`src/rtl/nibble_adder_arbiter.sv`:
```
// nibble_adder_arbiter
// Two requesters share one external 4-bit adder slice. A round-robin arbiter
// picks a requester, captures its operands, then feeds the slice one nibble
// per clock (LSB first) while rippling the carry through a register. The
// finished sum, final carry and requester id are published with a one-cycle
// done pulse and held until the next completion.
module nibble_adder_arbiter #(
    parameter int NIBBLES = 4
) (
    input  logic                   clk_50MHz,
    input  logic                   rst,
    input  logic                   req0,
    input  logic [4*NIBBLES-1:0]   a0,
    input  logic [4*NIBBLES-1:0]   b0,
    input  logic                   req1,
    input  logic [4*NIBBLES-1:0]   a1,
    input  logic [4*NIBBLES-1:0]   b1,
    output logic [1:0]             gnt,
    output logic                   busy,
    output logic [3:0]             add_a,
    output logic [3:0]             add_b,
    output logic                   add_cin,
    input  logic [3:0]             add_sum,
    input  logic                   add_cout,
    output logic [4*NIBBLES-1:0]   result,
    output logic                   carry,
    output logic                   done,
    output logic                   done_id
);

    localparam int W  = 4 * NIBBLES;
    localparam int CW = (NIBBLES < 2) ? 1 : $clog2(NIBBLES);
    localparam logic [CW-1:0] LAST_CNT = CW'(NIBBLES - 1);

    typedef enum logic [1:0] {
        IDLE = 2'd0,
        RUN  = 2'd1,
        DONE = 2'd2
    } state_t;

    state_t          state_r;
    logic [W-1:0]    op_a_r;
    logic [W-1:0]    op_b_r;
    logic [W-1:0]    acc_r;
    logic [W-1:0]    acc_next_s;
    logic            carry_r;
    logic [CW-1:0]   count_r;
    logic            id_r;
    logic            last_r;
    logic            any_req_s;
    logic            pick_s;

    // One-hot grant vector for a requester id
    function automatic logic [1:0] id_to_onehot(input logic id);
        id_to_onehot = id ? 2'b10 : 2'b01;
    endfunction

    // The operand shift registers empty themselves (zero fill) as nibbles are
    // consumed, so they read as zero outside RUN and can drive the slice
    // directly from flops. The carry register is likewise cleared on exit.
    assign add_a   = op_a_r[3:0];
    assign add_b   = op_b_r[3:0];
    assign add_cin = carry_r;

    assign any_req_s = req0 | req1;

    // Round-robin choice: a lone requester wins, a tie goes to the one not served last
    always_comb begin
        pick_s = 1'b0;
        if (req0 && req1) begin
            pick_s = ~last_r;
        end else if (req1) begin
            pick_s = 1'b1;
        end else begin
            pick_s = 1'b0;
        end
    end

    // Next accumulator value: the new sum nibble enters at the top
    generate
        if (NIBBLES == 1) begin : g_acc_single
            assign acc_next_s = add_sum;
        end else begin : g_acc_multi
            assign acc_next_s = {add_sum, acc_r[W-1:4]};
        end
    endgenerate

    // Arbitration, nibble sequencing and result publication
    always_ff @(posedge clk_50MHz or posedge rst) begin
        if (rst) begin
            state_r <= IDLE;
            op_a_r  <= '0;
            op_b_r  <= '0;
            acc_r   <= '0;
            carry_r <= 1'b0;
            count_r <= '0;
            id_r    <= 1'b0;
            last_r  <= 1'b1;
            gnt     <= 2'b00;
            busy    <= 1'b0;
            result  <= '0;
            carry   <= 1'b0;
            done    <= 1'b0;
            done_id <= 1'b0;
        end else begin
            gnt  <= 2'b00;
            done <= 1'b0;
            case (state_r)
                IDLE: begin
                    if (any_req_s) begin
                        op_a_r  <= pick_s ? a1 : a0;
                        op_b_r  <= pick_s ? b1 : b0;
                        acc_r   <= '0;
                        carry_r <= 1'b0;
                        count_r <= '0;
                        id_r    <= pick_s;
                        gnt     <= id_to_onehot(pick_s);
                        busy    <= 1'b1;
                        state_r <= RUN;
                    end else begin
                        busy    <= 1'b0;
                        state_r <= IDLE;
                    end
                end
                RUN: begin
                    acc_r  <= acc_next_s;
                    op_a_r <= op_a_r >> 4'd4;
                    op_b_r <= op_b_r >> 4'd4;
                    if (count_r == LAST_CNT) begin
                        // Final nibble: publish now so done and result appear together
                        op_a_r  <= '0;
                        op_b_r  <= '0;
                        carry_r <= 1'b0;
                        result  <= acc_next_s;
                        carry   <= add_cout;
                        done    <= 1'b1;
                        done_id <= id_r;
                        state_r <= DONE;
                    end else begin
                        carry_r <= add_cout;
                        count_r <= count_r + CW'(1);
                        state_r <= RUN;
                    end
                end
                DONE: begin
                    busy    <= 1'b0;
                    last_r  <= id_r;
                    state_r <= IDLE;
                end
                default: begin
                    op_a_r  <= '0;
                    op_b_r  <= '0;
                    carry_r <= 1'b0;
                    busy    <= 1'b0;
                    state_r <= IDLE;
                end
            endcase
        end
    end

endmodule

```
`config.mk`:
```
export PLATFORM = sky130hd
export DESIGN_NAME = nibble_adder_arbiter
export DESIGN_NICKNAME = d
export VERILOG_FILES = /design/src/rtl/nibble_adder_arbiter.sv
export SDC_FILE = /design/constraint.sdc
export NUM_CORES = 1
export LEC_CHECK = 0
export BUFFER_PORTS_ARGS = -buffer_cell sky130_fd_sc_hd__buf_2
export CAP_MARGIN = 15
export CORE_ASPECT_RATIO = 1.75
export CORE_MARGIN = 1.5
export CORE_UTILIZATION = 35
export CTS_CLUSTER_SIZE = 14
export DETAILED_ROUTE_END_ITERATION = 7
export SYNTH_ARGS = -nofsm -noshare
export SYNTH_HDL_FRONTEND = slang
export SYNTH_SLANG_ARGS = --single-unit
```
`constraint.sdc`:
```
create_clock -name clk_50MHz -period 2.48 [get_ports clk_50MHz]
set_input_delay 0.496 -clock clk_50MHz [delete_from_list [all_inputs] [get_ports clk_50MHz]]
set_output_delay 0.496 -clock clk_50MHz [all_outputs]
set_load 0.05 [all_outputs]
```
# == Word level (Yosys, flattened, before mapping) ==
# Index checks and enable logic that the tools add are counted.
# word_totals
regBits,77
input_bits,73
output_inout_bits,31
word_cells,59
# op_classes
add_sub_neg,1
eq_ne,5
mux,28
bitwise_logic,3
reduce_logical,8
# ops
cell,count
$pmux 16 s3,2
$mux 16,5
$pmux 16 s2,1
$mux 12,2
$mux 2,6
$mux 1,8
$pmux 2 s2,2
$reduce_and 2->1,4
$eq 2x2->1 const B,2
$ne 2x2->1 const B,2
$pmux 1 s3,1
$reduce_and 3->1,1
$add 2x1->2 const B,1
$eq 2x1->1 const B,1
$logic_not 2->1,1
$not 1->1,2
$pmux 1 s2,1
$reduce_bool 2->1,1
$logic_and 1x1->1,1
$or 1x1->1,1

# == Longest topological paths before layout ==
# Gate-level depths: netlist of the first run.
# logic_depth
word_depth,5
mapped_depth,5
mapped_depth_nobuf,4

# == Worst setup path before layout of the first run ==
# OpenSTA, ideal clock, no wires.
# synth_path
kind,register to register
startpoint,register done (netlist name)
endpoint,register carry
setup_time_ps,125
arrival_time_ps,1575
required_ps,2355
setup_slack_ps,780
stages_incl_launch_ff,5
n_path_buf,1
synth_period_minus_slack_ps,1700
cell_sequence,dfrtp_1 -> and2b_4 -> nand2_4 -> buf_6 -> mux2_4
# synth_lines
item,line_no,rtl
"end signal, assigned",135,carry <= add_cout;
"end, declared",26,"output logic carry,"

==> results.txt, run 1 <==
* Distinct cells, synth: 28
* Final routed DRC violation total: 0
- For the final database, setup skew stands at approximately 6.3 ps.
* Slowest stage cell, crit path: sky130_fd_sc_hd__nand2b_1
- The worst path in the final design needs a cycle of 1713 ps, including I/O delays and setup.
- Number of detailed-route iterations in the first pass: 4
- Max Clock Freq: 583.9 MHz
- Switching Fraction: 40.53%
- Along the worst path, the maximum fanout reaches 24.
* Antenna-violating nets left: 0
- Clock Tree Buf Depth: 2
- Final worst path period share: 69.05%
- Combinational logic is responsible for 42.4% of the overall power.
- The most common cell in the synthesized netlist is sky130_fd_sc_hd__dfrtp_1.
* Synthesized area divided by synthesized cell count: 12.43 um2
* Category of the worst setup path launch point: flip-flop
- Net count reported at finish: approximately 440
- Final setup violation count: 0
* Total Die Area: around 10000 um2
- The via count of the first global-routing pass came to 2,496.
- Using the TritonRoute via totals, the vias-per-cell ratio works out to ~4.7.
- Die W: roughly 76 um
- STA classifies the critical path endpoint as a flip-flop.
* Clock root buffer: sky130_fd_sc_hd__clkbuf_16
* Design internal power: between 3 and 4 mW
- The number of antenna diodes in the final layout is 0.
- In this run the number of H-tree levels came out at 3.
- Across the run, the number of max-cap violations was 0.
* Required @ worst endpoint: 2640 ps
- Global route total overflow: 0
* Final WL: 6.909 mm
- The share of total power dissipated in the clock network is 23.5%.
* Wire length of the first global-routing pass: 11.81 mm
* Synth area leader: sky130_fd_sc_hd__dfrtp_1
- 104 I/O pins were placed.
- Proportion of register bits with asynchronous set or reset after synthesis: 100.0%
- Classification of the worst setup path: reg2reg
- Met2 Usage GRT: 25.35%
- After synthesis, flip-flops and latches occupy 54.94% of the total area.
* Worst max-slew margin expressed relative to the limit: 37.80%
- Final Util: 46.15%
- Area delta synth->final: 27.87%
* Worst vdd ir: 732.9 uV
* Aggregate negative setup slack: 0 ps
- Buffers inserted during clock tree synthesis total 9.
- Hold/Removal Path Class: in2async
- Ranked by total cell area, the synthesized netlist is headed by sky130_fd_sc_hd__dfrtp_1 (54%), sky130_fd_sc_hd__mux2i_1 (9.8%), sky130_fd_sc_hd__o221ai_1 (6.4%).
- Estimated wirelength of the detail-placed design: 4.906 mm
* Slew at the pin closest to its max-slew limit: ~930 ps
- Summed over its instances, the top area cell type makes up between 50 and 60% of the synthesized netlist area.
- Once the floorplan was initialized, standard cells occupied 36.09% of the core.
- Number of instances resized during post-cts repair: 0
- The final number of hold-violating endpoints was 0.
- The synthesized design contains 0 enable-type register cells.
* Synthesized flop and latch total: 72
* Clock latency on the worst-skew pair: roughly 320 ps
* Cell area after synthesis: 3282 um2
- In this design, the stage delay of the slowest critical-path cell is 660 ps.
- In the global route stage, met3 resource usage came out at 4.028%.
- Hold repair after CTS inserted 0 buffers.
- The die is 131.1 um tall.
- Post-synthesis net count: 338
- Final hold analysis gives a worst-case slack of 195.6 ps.
- Fraction of final layout cells sized beyond drive strength 1: between 40% and 50%
- Row generation in the floorplan step produced 46 rows.
- For this design the ratio of total power to cell area is 1362 nW/um2.
- In the global route stage, met1 resource usage came out at 17.69%.
* Part of the power in registers: between 30% and 40%
- GRT Max-Usage Layer: met2
- Result of the run: finished, final reports clean
- Clock-pin slew was measured on the worst setup and hold paths at 60 ps.
* Count of warnings emitted by yosys: 0
- Most frequent cells after synthesis: sky130_fd_sc_hd__dfrtp_1 (71), sky130_fd_sc_hd__mux2i_1 (32), sky130_fd_sc_hd__inv_1 (27), sky130_fd_sc_hd__nand2_1 (27), sky130_fd_sc_hd__o221ai_1 (24)
- Critical path arrival: 1870 ps
* Pin count of the biggest net entering global routing: 32
* Setup repair bufs after CTS: 0
- Detail-routed net length per standard cell: around 14 um
- Antenna violations before repair: 0
- TritonCTS clock tree: done
- Global routing used 14.76% of the available tracks across all layers.
* Detailed router's first-iteration violation count: 74
- The clock net in this run drives a total of 72 sinks.
* Static Leak: 2.147 nW
- Summing over every cut layer, the via total after detailed routing is 2,308.
* Core Box Area: 9094 um2
- Unrepaired setup endpoints after global routing: no
- Worst path cell trace: o21bai_1 -> nand2b_1 -> o221ai_1
- Cells after Synth: 264
- The analysis attributes to net switching a power of 2.317 mW.
- I/O Buffers: 103
* Weighted congestion reported at the end of routability-driven placement: 0.6892
- Final Max Tran Viols: 0
* Primary FF master, synth: sky130_fd_sc_hd__dfrtp_1
[area by class of cell]
type | count | area [um2]
clock buffer | 10 | 229.0
clock inverter | 6 | 83.83
fill | 870 | 4897
inverter | 27 | 102.6
multi-input combinational | 141 | 1222
timing repair buffer | 110 | 605.6
sequential | 72 | 1803
tap | 120 | 150.1
[cells by family (layout without fill, tap and decap cells)]
family	Yosys count	count (layout)	synth area share, %
AO/OA/AOI/OAI	51	51	13.34
adder cells (fa/ha/maj)	1	1	0.3812
buffers and inverters	51	153	8.158
flip-flops	72	72	54.94
multiplexers	52	52	17.65
AND/OR/NAND/NOR	37	37	5.529
[critical path: cells and delay by family (launching register included)]
kind | cells | cell delay (ps)
and+or+nand+nor | 1 | 660
AOI/OAI and AO/OA | 2 | 430
DFF | 1 | 460
[layer usage]
metal / vias up / part of all wire, %
met5: - / 0
met4: 0 / 1.0
met3: 6 / 4.8
met2: 68 / 50
met1: 1109 / 44
li1: 1125 / -
[power groups by stage]
stage / sequential (mW) / clock [mW] / combinational [mW]
detailed placement: 1.96 / 0 / 2.46
finish: 1.95 / 1.34 / 2.43
global route: 2.01 / 1.44 / 2.60
floorplan: 2.49 / 0 / 1.41
CTS: 1.95 / 1.38 / 2.47
global placement: 1.95 / 0 / 2.41
[registers in the layout, summed over array words and instances, names as in the netlist]
register and count:
busy 1, state_r 1, last_r 1, done_id 1, op_b_r 16, count_r 2, add_cin 1, op_a_r 16
acc_r 12, done 1, id_r 1, carry 1, gnt 2, result 16
[placed cells by master, fill, tap and decap left out]
master / n
sky130_fd_sc_hd__buf_2: 103
sky130_fd_sc_hd__dfrtp_1: 71
sky130_fd_sc_hd__mux2i_1: 32
sky130_fd_sc_hd__nand2_1: 27
sky130_fd_sc_hd__inv_1: 26
sky130_fd_sc_hd__o221ai_1: 24
sky130_fd_sc_hd__a22o_1: 14
sky130_fd_sc_hd__mux2_2: 11
sky130_fd_sc_hd__mux2_4: 9
sky130_fd_sc_hd__clkbuf_16: 9
sky130_fd_sc_hd__o2bb2ai_1: 8
sky130_fd_sc_hd__clkinv_2: 4
sky130_fd_sc_hd__buf_4: 4
sky130_fd_sc_hd__buf_12: 3
sky130_fd_sc_hd__nor2_1: 2
sky130_fd_sc_hd__o21bai_1: 2
sky130_fd_sc_hd__bufinv_16: 2
sky130_fd_sc_hd__and2b_4: 1
sky130_fd_sc_hd__nand2_4: 1
sky130_fd_sc_hd__or2b_1: 1
sky130_fd_sc_hd__or2_2: 1
sky130_fd_sc_hd__a21boi_4: 1
sky130_fd_sc_hd__and2_1: 1
sky130_fd_sc_hd__a21o_1: 1
sky130_fd_sc_hd__nor3b_4: 1
sky130_fd_sc_hd__a21oi_1: 1
sky130_fd_sc_hd__nor2b_1: 1
sky130_fd_sc_hd__nand2b_1: 1
sky130_fd_sc_hd__ha_1: 1
sky130_fd_sc_hd__clkbuf_1: 1
sky130_fd_sc_hd__clkinv_4: 1
sky130_fd_sc_hd__dfstp_2: 1
[path summary, 6_finish.rpt]
check | from | endpoint | slack [ps] | depth (start not counted)
max reg2reg | done | op_a_r[0] | 770 | 3
min | rst | gnt[0] | 200 | 2
max | done | op_a_r[0] | 770 | 3
min in group clk_50MHz | add_sum[1] | acc_r[13] | 410 | 2
max in group asynchronous | rst | last_r | 1680 | 3
min reg2reg | busy | busy | 480 | 2
[metrics by stage]
step	instances	power, mW	setup WS, ps	instance area, um2
global placement	470	4.363	627.9	3884
global route	486	6.055	575.7	4197
detailed placement	470	4.426	585.9	3884
floorplan	264	3.897	160.7	3282
CTS	486	5.802	733.3	4197
finish	486	5.717	767.5	4197
(Power assumes the default switching activity.)
==> run 2: changes to the inputs <==
==> constraint.sdc (replaced) <==
create_clock -name clk_50MHz -period 1.4 [get_ports clk_50MHz]
set_input_delay 0.28 -clock clk_50MHz [delete_from_list [all_inputs] [get_ports clk_50MHz]]
set_output_delay 0.28 -clock clk_50MHz [all_outputs]
set_load 0.05 [all_outputs]
==> run 2 against run 1 <==
Power increased by 88%. Final cell count increased by 2.9%. Core utilization increased by 3.2 points. Highest routed layer unchanged. Setup slack got worse by 750 ps. Die area unchanged. Critical endpoint is now op_a_r[7]. Combinational power increased by 99%. Maximum frequency increased by 24%.
==> results.txt, run 2 (synthesis gave the netlist of run 1 again) <==
- Result of the run: finished, final reports clean
- The internal power of the cells is 6.449 mW (+90%).
- The count of buffers inserted at the top-level ports was 103 (unchanged).
- Critical Path Sink Type: flip-flop
- Net count reported at finish: 449 (+3.2%)
- The count of TritonRoute iterations in the first routing pass is 4 (unchanged).
* TritonCTS clock tree: done
- The library cell used most frequently in the layout, excluding fill and tap cells, is sky130_fd_sc_hd__buf_2.
- The proportion of power drawn by the clock network was 22.7% (-0.8 points).
* H-tree lvl count: 3 (unchanged)
- Hold/Removal Path Class: in2reg
- The total power after layout is 10.72 mW (+88%).
- The starting density of the core was 36.09% (unchanged).
- Slew at the pin closest to its max-slew limit: 420.3 ps (-512.7 ps)
* Clock root buffer: sky130_fd_sc_hd__clkbuf_16
- The vertical die dimension came to 131.1 um (unchanged).
- The CTS sink count was 72 (unchanged).
* Detail-routed net length per standard cell: 15.18 um (+6.8%)
* Place WS: -103.7 ps (-689.5 ps)
* Final WL: 7.591 mm (+9.9%)
* Via count of the first global-routing pass: 2,504 (+0.32%)
- The die outline area came to 9990 um2 (unchanged).
- The detailed-route via count was 2,366 (+2.5%).
- Top fanout value on the critical path: 10 (-58%)
- Required @ worst endpoint: 1590 ps (-1050 ps)
- Clk_skew: 5.819 ps (-0.4555 ps)
- Comb pwr share: 45.1% (+2.7 points)
- Clock Tree Buf Depth: 2 (unchanged)
* Final worst path period share: 98.95% (+30 points)
* Min Tclk post-route: 1385 ps (-327.3 ps)
- Clock transition at path regs: 50 ps (about the same)
* Unrepaired setup endpoints after global routing: yes
- Estimated wirelength of the detail-placed design: 5.114 mm (+4.2%)
* Final setup violation count: 0 (unchanged)
- Worst vdd ir: 1761 uV (+140%)
* Antenna-violating nets left: 0 (unchanged)
- Final antenna diode count: 0 (unchanged)
- Global route total overflow: 0 (unchanged)
- Weighted congestion reported at the end of routability-driven placement: 0.7135 (+3.5%)
- The part of the total power dissipated in sequential elements came to 32.2% (-1.9 points).
- Highest-count cells in the layout ignoring fill and taps: sky130_fd_sc_hd__buf_2 (103), sky130_fd_sc_hd__dfrtp_1 (70), sky130_fd_sc_hd__nand2_1 (27)
* Boundary Pins: 104 (unchanged)
- The core area is 9094 um2 (unchanged).
- Antenna violations before repair: 0 (unchanged)
- The residual DRC count was 0 (unchanged).
- The width of the die was 76.20 um (unchanged).
- The final number of hold-violating endpoints came to 0 (unchanged).
* Final Max Tran Viols: 0 (unchanged)
- Clock latency on the worst-skew pair: 330 ps (about the same)
* GR Util All Layers: 15.30% (+0.53 points)
* Worst Setup Slack, final: 14.72 ps (-752.7 ps)
- The upper clock frequency limit came to 721.9 MHz (+24%).
- The arrival time at the worst endpoint came to 1580 ps (-290 ps).
* Net switching power: 4.275 mW (+84%)
* Total power divided by cell area: 2391 nW/um2 (+75%)
- Std cell rows: 46 (unchanged)
- Detailed router's first-iteration violation count: 87 (+18%)
* Worst max-slew margin expressed relative to the limit: 71.92% (+34 points)
- The count of maximum capacitance violations came to 0 (unchanged).
- Switching Fraction: 39.86% (-0.67 points)
* Pin count of the biggest net entering global routing: 35 (+9.4%)
- The setup path with the least slack is of type reg2reg.
- The static leakage is 2.235 nW (+4.1%).
- Area delta synth->final: 36.68%
- The per-cell via count in the routed design came to 4.732 (-0.36%).
* Wire length of the first global-routing pass: 12.17 mm (+3.0%)
- Fraction of final layout cells sized beyond drive strength 1: 47.11% (+5.6 points)
- In the final layout, the registers with the most flip-flops are op_a_r x16, op_b_r x16, result x16.
- Category of the worst setup path launch point: flip-flop
- The clock buffer count from CTS came to 9 (unchanged).
## run 2: power by group through the flow
stage,sequential [mW],combinational [mW],clock [mW]
after floorplan,4.41,2.52,0
after global placement,3.45,4.49,0
after detailed placement,3.46,4.57,0
after CTS,3.45,4.59,2.51
after global routing,3.58,5.21,2.57
final,3.46,4.83,2.43
## run 2: final cells by class
type / count / area (um2)
multi-input combinational: 141 / 1299
inverter: 27 / 105.1
fill: 852 / 4608
clock buffer: 10 / 239.0
tap: 120 / 150.1
sequential: 72 / 1804
timing repair buffer: 124 / 805.8
clock inverter: 6 / 82.58
## run 2: path summary, 6_finish.rpt
path | slack (ps) | cells past startpoint | end | start
hold / removal | 190 | 2 | acc_r[12] | add_sum[0]
setup / recovery | 10 | 5 | op_a_r[7] | last_r
min in group asynchronous | 500 | 3 | result[5] | rst
hold reg to reg | 480 | 2 | op_a_r[4] | op_a_r[8]
setup reg to reg | 10 | 5 | op_a_r[7] | last_r
max in group asynchronous | 380 | 4 | last_r | rst
## run 2: critical path, cell delays in order, from the launching register on
cell                        delay (ps)
sky130_fd_sc_hd__dfstp_2           550
sky130_fd_sc_hd__a21boi_4           70
sky130_fd_sc_hd__buf_12            140
sky130_fd_sc_hd__clkbuf_16         170
sky130_fd_sc_hd__mux2i_1           170
sky130_fd_sc_hd__o221ai_1          140
## run 2: metal layers
layer / share of wire [%] / wire length [um] / global-route usage (%) / vias to the layer above
met4: 1.6 / 125 / 6.790 / 0
li1: - / - / - / 1155
met3: 4.8 / 363 / 3.681 / 10
met2: 53 / 4019 / 26.29 / 66
met5: 0 / 0 / 0 / -
met1: 41 / 3082 / 17.88 / 1135
## run 2: metrics by stage
stage	util (%)	std cells	hold WS (ps)	area [um2]	setup TNS, ps
after global placement	43.85	478	300.7	3988	-72.62
after floorplan	-	264	419.7	3298	-1062
after CTS	47.63	495	182.9	4332	0
after global routing	49.33	500	192.9	4486	-124.6
final	49.33	500	194.8	4486	0
after detailed placement	43.85	478	304.1	3988	-191.8
## run 2: repair_timing
| item | CTS | global route |
|---|---|---|
| gates resized for setup | 2 | 16 |
| hold buffers | 1 | 0 |
| gates cloned | 0 | 3 |
| pin swaps | 0 | 11 |
| endpoints found under the setup margin | 1 | 38 |
| buffers inserted | 0 | 2 |
| endpoints found under the hold margin | 15 | 0 |
==> run 3: changes to the inputs <==
--- a/config.mk
+++ b/config.mk
@@ -10,8 +10,9 @@
 export CORE_ASPECT_RATIO = 1.75
 export CORE_MARGIN = 1.5
 export CORE_UTILIZATION = 35
-export CTS_CLUSTER_SIZE = 14
+export CTS_CLUSTER_SIZE = 25
 export DETAILED_ROUTE_END_ITERATION = 7
+export MAX_ROUTING_LAYER = met4
 export SYNTH_ARGS = -nofsm -noshare
 export SYNTH_HDL_FRONTEND = slang
 export SYNTH_SLANG_ARGS = --single-unit
==> run 3 against run 2 <==
Global-route usage rose by 0.47 points. Worst hold slack got worse by 2.0 ps. Sequential share of layout area did not move. Clock-buffer cell count did not move. Critical path type unchanged. Via count fell by 0.25%. Largest cell class unchanged. Maximum frequency rose by 0.11%. Final area did not move.
==> results.txt, run 3 (synthesis gave the netlist of run 1 again) <==
- The maximum number of pins on one net before global-route repair came to 35 (unchanged).
- The number of cells in the finished layout apart from fillers is 500 (unchanged).
- The slowest stage of the critical path belongs to the cell sky130_fd_sc_hd__dfstp_2.
- STA classifies the critical path startpoint as a flip-flop.
* Clk_skew: 7.452 ps (+1.633 ps)
- Crit Reg-Reg Endpoint: op_a_r[7]
- Final number of hold-violating endpoints: 0 (unchanged)
- The top cell types in the final layout, fill and taps aside, are sky130_fd_sc_hd__buf_2 (103), sky130_fd_sc_hd__dfrtp_1 (70), sky130_fd_sc_hd__nand2_1 (27).
* Required @ worst endpoint: 1590 ps (about the same)
* Critical hold path startpoint: add_sum[0]
* Via total after detailed routing: 2,360 (-0.25%)
* GR Util All Layers: 15.76% (+0.47 points)
- Walking the worst path, the cells encountered are a21boi_4 -> buf_12 -> clkbuf_16 -> mux2i_1 -> o221ai_1.
- The post-route worst setup slack is 16.31 ps (+1.591 ps).
- Worst r2r src: last_r
- The transition time at the pin with the least slew margin is 416.5 ps (-3.760 ps).
- Weighted congestion reported at the end of routability-driven placement: 0.7216 (+1.1%)
* Aggregate negative setup slack: 0 ps (unchanged)
* Critical Path Sink Type: flip-flop
- The die outline area is 9990 um2 (unchanged).
- The area growth from synthesis to layout was 36.68% (unchanged).
- The worst hold path belongs to the class in2reg.
* Sink of the worst hold path: acc_r[12]
* Worst-case hold slack: 192.8 ps (-2.050 ps)
- Routed via count divided by cell count: 4.720 (-0.25%)
- Detail-routed net length per standard cell: 15.20 um (+0.14%)
- Crit path buffers/inverters: 2 (unchanged)
* Std cell rows: 46 (unchanged)
* Result of the run: finished, final reports clean
* Clock Tree Buf Depth: 2 (unchanged)
* Sum of internal, switching and leakage power: 10.73 mW (about the same)
- MaxCap Viol Count: 0 (unchanged)
- The remaining global-route overflow is 0 (unchanged).
* Area post-placement: 3988 um2 (unchanged)
- TritonCTS built the clock tree.
- The final cell utilization of the core came to 49.33% (unchanged).
- The clock insertion delay at the later pin of the skew report came to 330 ps (about the same).
- Die W: 76.20 um (unchanged)
- Clock root buffer: sky130_fd_sc_hd__clkbuf_16
- Worst max-slew margin expressed relative to the limit: 72.17% (+0.25 points)
- The total length of routed wires was 7.602 mm (+0.14%).
* Most frequent standard cell in the layout excluding fill and tap cells: sky130_fd_sc_hd__buf_2
* Critical path arrival: 1570 ps (about the same)
* Top fanout value on the critical path: 10 (unchanged)
- The final net count is 449 (unchanged).
- The number of antenna violations at the first check in global routing is 0 (unchanged).
- The post-place setup slack was -103.7 ps (unchanged).
* Total power divided by cell area: 2391 nW/um2 (about the same)
* Boundary Pins: 104 (unchanged)
- Classification of the worst setup path: reg2reg
* H-tree lvl count: 3 (unchanged)
* Final routed DRC violation total: 0 (unchanged)
- Estimated wirelength of the detail-placed design: 5.114 mm (unchanged)
- Detailed router's first-iteration violation count: 84 (-3.4%)
- The upper clock frequency limit was 722.7 MHz (+0.11%).
- Final Max Tran Viols: 0 (unchanged)
* Final worst path period share: 98.83% (-0.11 points)
* Overall die height: 131.1 um (unchanged)
- Delay of the slowest cell on the worst path: 550 ps (about the same)
- Wire length of the first global-routing pass: 12.19 mm (+0.12%)
* Largest registers: op_a_r x16, op_b_r x16, result x16
* Number of instances on the worst hold path: 2 (unchanged)
- The via count of the first global-routing pass was 2,497 (-0.28%).
* Total CTS buffers: 9 (unchanged)
- The static leakage is 2.235 nW (about the same).
- The core area is 9094 um2 (unchanged).
- The worst reg-to-reg path cell count was 5 (unchanged).
- I/O Buffers: 103 (unchanged)
* Clock transition at path regs: 50 ps (about the same)
* Worst vdd ir: 1765 uV (+0.19%)
- The final design area excluding fillers was 4486 um2 (unchanged).
- Crit-path leading delay family: flip-flops
- The count of TritonRoute iterations in the first routing pass is 4 (unchanged).
- The ratio of cells with drive above 1 in the final layout was 47.11% (unchanged).
- The most critical setup path has its startpoint at last_r.
* Initial core utilization: 36.09% (unchanged)
* Minimum setup slack among reg-to-reg paths: 20 ps (about the same)
- Final antenna diode count: 0 (unchanged)
- The CTS sink count was 72 (unchanged).
- The final count of negative-setup-slack endpoints was 0 (unchanged).
* Placed Instances: 478 (unchanged)
* Unrepaired setup endpoints after global routing: yes
- Min Tclk post-route: 1384 ps (-1.591 ps)
* Antenna-violating nets left: 0 (unchanged)
[run 3: repair_timing]
| action | 4_1_cts | 5_1_grt |
|---|---|---|
| hold buffers | 1 | 0 |
| pin swaps | 0 | 14 |
| setup buffers | 0 | 2 |
| endpoints found under the hold margin | 15 | 0 |
| resized for setup | 2 | 16 |
| cloned | 0 | 3 |
| setup endpoints to repair | 1 | 38 |
[run 3: power by group]
group,switching [mW],internal (mW),total (mW)
Clock,0.838,1.60,2.43
Sequential,0.499,2.96,3.46
Combinational,2.94,1.90,4.84
[run 3: worst register-to-register path, cell delays in order (launching register included)]
cell	delay, ps
sky130_fd_sc_hd__dfstp_2	550
sky130_fd_sc_hd__a21boi_4	70
sky130_fd_sc_hd__buf_12	140
sky130_fd_sc_hd__clkbuf_16	170
sky130_fd_sc_hd__mux2i_1	180
sky130_fd_sc_hd__o221ai_1	140
[run 3: worst max-delay path by stage]
stage | endpoint | depth (start not counted) | slack, ps
2_1_floorplan | carry | 4 | -120
3_3_place_gp | op_a_r[10] | 5 | -60
3_5_place_dp | op_a_r[10] | 5 | -100
4_1_cts | result[6] | 3 | 4
5_1_grt | op_a_r[7] | 5 | -30
6_report | op_a_r[7] | 5 | 20
[run 3: cell type report]
| cell class | instances | area (um2) |
|---|---|---|
| clock inverters | 6 | 82.58 |
| clock buffers | 10 | 239.0 |
| well taps | 120 | 150.1 |
| multi-input cells | 141 | 1299 |
| repair buffers | 124 | 805.8 |
| fillers | 852 | 4608 |
| flip-flops and latches | 72 | 1804 |
| inverters | 27 | 105.1 |
[run 3: per-layer routing]
metal	global-route usage [%]	routed length (um)
met4	6.790	88
met3	3.472	337
met5	-	0
met1	18.15	3129
met2	26.24	4047
